**src/rtl/hamming_pkg.sv**
```systemverilog
// Shared constants, enums and helpers for the Hamming(16,11) SECDED frame controller.
package hamming_pkg;

  localparam int BLK_LEN = 16;
  localparam int DATA_W  = 11;
  localparam int POS_W   = 4;

  typedef enum logic [1:0] {
    ST_OK   = 2'd0,
    ST_CORR = 2'd1,
    ST_DED  = 2'd2
  } status_e;

  typedef enum logic [1:0] {
    RECV = 2'd0,
    EVAL = 2'd1,
    OUT  = 2'd2
  } state_e;

  // Data lives at the non-power-of-two positions 3,5,6,7,9..15, lowest position first.
  function automatic logic [DATA_W-1:0] extract_data(input logic [BLK_LEN-1:0] cw);
    extract_data = {cw[15:9], cw[7:5], cw[3]};
  endfunction

  function automatic logic [BLK_LEN-1:0] pos_mask(input logic [POS_W-1:0] pos);
    pos_mask = BLK_LEN'(1) << pos;
  endfunction

endpackage

```
**src/rtl/hamming_syndrome_acc.sv**
```systemverilog
// Serial codeword accumulator: bit counter, captured codeword, running syndrome and overall parity.
module hamming_syndrome_acc
  import hamming_pkg::*;
(
  input  logic               clk,
  input  logic               rst,
  input  logic               clr_i,
  input  logic               en_i,
  input  logic               bit_i,
  output logic [POS_W-1:0]   cnt_o,
  output logic [POS_W-1:0]   syndrome_o,
  output logic               parity_o,
  output logic [BLK_LEN-1:0] frame_o
);

  logic [POS_W-1:0]   cnt_q;
  logic [POS_W-1:0]   syn_q;
  logic               par_q;
  logic [BLK_LEN-1:0] frame_q;

  // The counter wraps naturally from 15 to 0, so the next frame starts at position 0.
  always_ff @(posedge clk) begin
    if (rst || clr_i) begin
      cnt_q   <= '0;
      syn_q   <= '0;
      par_q   <= 1'b0;
      frame_q <= '0;
    end else if (en_i) begin
      frame_q[cnt_q] <= bit_i;
      if (bit_i) begin
        syn_q <= syn_q ^ cnt_q;
      end
      par_q <= par_q ^ bit_i;
      cnt_q <= cnt_q + POS_W'(1);
    end
  end

  assign cnt_o      = cnt_q;
  assign syndrome_o = syn_q;
  assign parity_o   = par_q;
  assign frame_o    = frame_q;

endmodule

```
**src/rtl/hamming_frame_ctrl.sv**
```systemverilog
// Hamming(16,11) frame controller: serial receive, one-cycle decode, held output with handshake.
// Define HAMMING_DED_EN to enable double-error detection via the overall parity bit.
module hamming_frame_ctrl
  import hamming_pkg::*;
#(
  parameter int CNT_W = 8
) (
  input  logic              clk,
  input  logic              rst,
  input  logic              datain,
  input  logic              din_valid,
  output logic              din_ready,
  output logic [DATA_W-1:0] dout,
  output logic              dout_valid,
  input  logic              dout_ready,
  output logic [1:0]        status,
  output logic [POS_W-1:0]  err_pos,
  output logic [CNT_W-1:0]  corr_cnt,
  output logic [CNT_W-1:0]  ded_cnt
);

  state_e              state_q;
  logic                din_ready_q;
  logic                dout_valid_q;
  logic [DATA_W-1:0]   dout_q;
  status_e             status_q;
  logic [POS_W-1:0]    err_pos_q;
  logic [CNT_W-1:0]    corr_cnt_q;

  logic [POS_W-1:0]    cnt;
  logic [POS_W-1:0]    syndrome;
  logic                parity;
  logic [BLK_LEN-1:0]  frame;

  logic                accept;
  logic                handshake;
  logic                flip_d;
  logic [DATA_W-1:0]   dout_d;
  status_e             status_d;
  logic [POS_W-1:0]    err_pos_d;

  assign accept    = din_valid && din_ready_q && (state_q == RECV);
  assign handshake = (state_q == OUT) && dout_ready;

  hamming_syndrome_acc u_acc (
    .clk        (clk),
    .rst        (rst),
    .clr_i      (handshake),
    .en_i       (accept),
    .bit_i      (datain),
    .cnt_o      (cnt),
    .syndrome_o (syndrome),
    .parity_o   (parity),
    .frame_o    (frame)
  );

  always_comb begin
    flip_d    = 1'b0;
    status_d  = ST_OK;
    err_pos_d = '0;
`ifdef HAMMING_DED_EN
    // An odd overall parity means a single error; syndrome 0 then points at the parity bit itself.
    if (parity) begin
      flip_d    = 1'b1;
      status_d  = ST_CORR;
      err_pos_d = syndrome;
    end else if (syndrome != '0) begin
      status_d  = ST_DED;
    end
`else
    if (syndrome != '0) begin
      flip_d    = 1'b1;
      status_d  = ST_CORR;
      err_pos_d = syndrome;
    end
`endif
    dout_d = extract_data(frame ^ (flip_d ? pos_mask(syndrome) : '0));
  end

`ifdef HAMMING_DED_EN
  logic [CNT_W-1:0] ded_cnt_q;
`endif

  always_ff @(posedge clk) begin
    if (rst) begin
      state_q      <= RECV;
      din_ready_q  <= 1'b1;
      dout_valid_q <= 1'b0;
      dout_q       <= '0;
      status_q     <= ST_OK;
      err_pos_q    <= '0;
      corr_cnt_q   <= '0;
`ifdef HAMMING_DED_EN
      ded_cnt_q    <= '0;
`endif
    end else begin
      case (state_q)
        RECV: begin
          if (accept && (cnt == POS_W'(BLK_LEN - 1))) begin
            state_q     <= EVAL;
            din_ready_q <= 1'b0;
          end
        end
        EVAL: begin
          state_q      <= OUT;
          dout_valid_q <= 1'b1;
          dout_q       <= dout_d;
          status_q     <= status_d;
          err_pos_q    <= err_pos_d;
          if ((status_d == ST_CORR) && (corr_cnt_q != '1)) begin
            corr_cnt_q <= corr_cnt_q + CNT_W'(1);
          end
`ifdef HAMMING_DED_EN
          if ((status_d == ST_DED) && (ded_cnt_q != '1)) begin
            ded_cnt_q <= ded_cnt_q + CNT_W'(1);
          end
`endif
        end
        OUT: begin
          if (dout_ready) begin
            state_q      <= RECV;
            din_ready_q  <= 1'b1;
            dout_valid_q <= 1'b0;
          end
        end
        default: state_q <= RECV;
      endcase
    end
  end

  assign din_ready  = din_ready_q;
  assign dout_valid = dout_valid_q;
  assign dout       = dout_q;
  assign status     = status_q;
  assign err_pos    = err_pos_q;
  assign corr_cnt   = corr_cnt_q;
`ifdef HAMMING_DED_EN
  assign ded_cnt    = ded_cnt_q;
`else
  assign ded_cnt    = '0;
`endif

endmodule

```
**config.mk**
```make
export PLATFORM = sky130hd
export DESIGN_NAME = hamming_frame_ctrl
export DESIGN_NICKNAME = d
export VERILOG_FILES = /design/src/rtl/hamming_pkg.sv /design/src/rtl/hamming_syndrome_acc.sv /design/src/rtl/hamming_frame_ctrl.sv
export SDC_FILE = /design/constraint.sdc
export NUM_CORES = 1
export LEC_CHECK = 0
export ABC_AREA = 1
export CORE_ASPECT_RATIO = 1.5
export CORE_MARGIN = 4
export CORE_UTILIZATION = 29
export CTS_CLUSTER_SIZE = 24
export DETAILED_ROUTE_END_ITERATION = 10
export GPL_TIMING_DRIVEN = 0
export PLACE_DENSITY = 0.47
export REMOVE_ABC_BUFFERS = 1
export SLEW_MARGIN = 20
export SYNTH_ARGS = -nofsm -noshare
export SYNTH_HDL_FRONTEND = slang
export SYNTH_SLANG_ARGS = --single-unit
```
**constraint.sdc**
```tcl
create_clock -name clk -period 1.45 [get_ports clk]
set_input_delay 0.29 -clock clk [delete_from_list [all_inputs] [get_ports clk]]
set_output_delay 0.29 -clock clk [all_outputs]
set_load 0.01 [all_outputs]
```
==> impl_metrics.yaml <==
outcome:
  status: "finished, final reports clean"
drt:
  antenna_left: 0
  dr_wl_met2_mm: 3.14
  drc: 0
  via_count: 2125
  top_layer_used: "met4"
  routed-wl-met3_um: 218
  drt-initial-drc-count: 66
  viasPerCell: 4.35
  wl_met1_mm: 2.31
  dr.pass1.iters: 4
  wl_per_cell_um: 11.8
  wl_mm: 5.75
place:
  io_buffers: 30
  finalWeightedCongestion: 0.781
  place_inst: 475
  dp_slack_ns: -0.933
  dpl.hpwl_mm: 4.43
timing:
  drv_slew: 0
  rsz0062_at_grt: "false"
  post-route-min-period_ns: 1.32
  hold_ws_ns: 0.446
  report.final.hold_viol_count: 0
  setup_viol_count_final: 0
  clock.fmax_mhz: 758
  setup_ws_ns: 0.130
  fin_crit_sh: 0.910
  finClkSkew_ns: 0.00777
critical_path:
  rrSetupSlack_ns: 0.16
  crit_fanout: 9
  crit_end: "u_acc.syndrome_o[1]"
  reg2reg_depth: 7
  critPathLaunchType: "input port"
  critPathArrivalTime_ns: 1.51
  r2r-start: "corr_cnt[0]"
  endpoint_kind: "register"
  crit_required_ns: 1.64
  worstSetupPathType: "input port to register"
  timing.rr.end: "corr_cnt[0]"
  crit_start: "datain"
cts:
  clock_sinks: 47
  clock_path_buffers: 2
  cts.clk_slew.worst_paths_ns: 0.07
  h-tree-depth: 2
  cts_buffers: 5
  cts_root_buffer: "clkbuf_16"
  tritoncts: "built"
  cts.hold.buffers_added: 0
  clk-insertion-delay-late_ns: 0.29
yosys:
  synth-seq-area-share: 0.387
  yosysUniqueCellTypes: 25
  yosys_warnings: 0
  synth_cells: 350
  netlist_area_sq_um: 2430
  postSynthAreaPerCell_sq_um: 6.95
  synth_seq_cells: 47
min_path:
  hold_start: "dout_valid"
  hp-class: "register to register"
die:
  rows: 40
  core_area_sq_um: 8110
  dieWidth_um: 82.8
  start_util: 0.300
  die_h_um: 120
  ios: 40
  die_area_sq_um: 9940
global_routing:
  overflow: 0
  grt_pass1_wl_mm: 9.49
  first_global_vias: 1985
  grtUsageTotal: 0.125
  grt_max_degree: 19
  antenna_found_initial: 0
run:
  maxCapViolCount: 0
cells_and_area:
  drive_gt1_frac: 0.143
  stdcell_count: 489
  num_antenna_cells: 0
  fillerInstances: 883
  nets: 393
  area_delta_synth_final_pct: 25.8
power_and_ir_drop:
  p_leak_nw: 1.45
  p_per_area_nw_per_um2: 959
  ir_drop_mv: 0.459
==> report_power, final <==
group | internal (mW) | switching (mW) | total, mW
clock | 0.989 | 0.482 | 1.47
sequential | 1.30 | 0.0120 | 1.31
combinational | 0.0487 | 0.104 | 0.152
==> sequential cells by signal (all words and copies together), names as in the netlist, 2 cells and up <==
register          cells
dout                 11
u_acc.frame_o        11
corr_cnt              8
state_q               2
u_acc.cnt_o           4
err_pos               4
u_acc.syndrome_o      4
==> cells in the final DEF (no fill, tap or decap) <==
cell,count
a21oi_1,17
a21oi_2,6
a21oi_4,1
buf_12,2
buf_4,4
bufinv_16,2
clkbuf_1,1
clkbuf_16,5
clkdlybuf4s15_2,1
clkdlybuf4s50_1,3
clkinv_4,1
conb_1,9
dfxtp_1,39
dfxtp_2,7
dfxtp_4,1
dlygate4sd2_1,25
dlymetal6s2s_1,1
ha_1,4
ha_4,1
inv_1,33
inv_2,5
nand2_1,94
nand2_2,6
nand2_4,3
nand3_1,15
nand3_4,1
nand3b_1,1
nand4_1,4
nor2_1,39
nor2_2,2
nor2_4,3
nor3_1,7
nor3_2,4
o21ai_0,26
o21ai_1,4
xor2_1,7
==> metal layers <==
| layer | vias up | GRT usage |
|---|---|---|
| met5 | - | 0 |
| li1 | 1154 | - |
| met4 | 0 | 0.0429 |
| met1 | 933 | 0.133 |
| met2 | 32 | 0.231 |
| met3 | 6 | 0.0270 |
==> layout make-up <==
class,instances,area [sq um],share of cell area
clock buffer,6,129,0.0421
inverter,39,151,0.0495
sequential,47,953,0.312
timing repair buffer,36,343,0.112
clock inverter,2,60.1,0.0196
tap,105,131,0.0429
multi-input combinational,254,1290,0.422
==> kinds of logic after synthesis <==
logic type / synth area share
flops: 0.387
compound gates: 0.125
fa+ha+maj: 0.0257
buf+inv: 0.109
other cells: 0.00154
xor+xnor: 0.0252
simple gates: 0.327
==> worst max-delay path: stages <==
cell	delay, ns
clkdlybuf4s50_1	0.62
inv_2	0.17
nor2_4	0.17
nand2_1	0.08
o21ai_1	0.12
nor2_1	0.05
==> Yosys cell counts, drive strengths merged <==
library cell,number,area share
nand2,103,0.17
dfxtp,47,0.39
nor2,44,0.075
inv,39,0.060
o21ai,30,0.062
a21oi,24,0.063
buf,18,0.048
nand3,16,0.038
nor3,11,0.031
xor2,7,0.025
ha,5,0.026
nand4,4,0.010
conb,1,0.0015
nand3b,1,0.0031
==> worst min path at each step <==
stage                       end  slack [ns]  cells after the start
floorplan           corr_cnt[2]        0.35                      1
CTS                  dout_valid        0.46                      2
global route         dout_valid        0.48                      2
global placement     dout_valid        0.43                      2
detailed placement   dout_valid        0.45                      2
finish               dout_valid        0.45                      2
==> metrics by stage <==
step / power (mW) / cell area (sq um) / utilization / TNS (ns)
floorplan: 1.42 / 2340 / - / 0
global placement: 1.48 / 2780 / 0.342 / -25.43
detailed placement: 1.48 / 2780 / 0.342 / -24.96
CTS: 2.97 / 2950 / 0.364 / 0
global route: 3.05 / 3060 / 0.377 / 0
finish: 2.93 / 3060 / 0.377 / 0
==> timing repair <==
item                                    CTS  global route
endpoints found under the setup margin   70            24
hold endpoints to repair                  0             0
pin swaps                                 0             1
gates resized for setup                  39            10
buffers inserted                          0             6
Note: power is estimated with default switching activity, not from simulation.
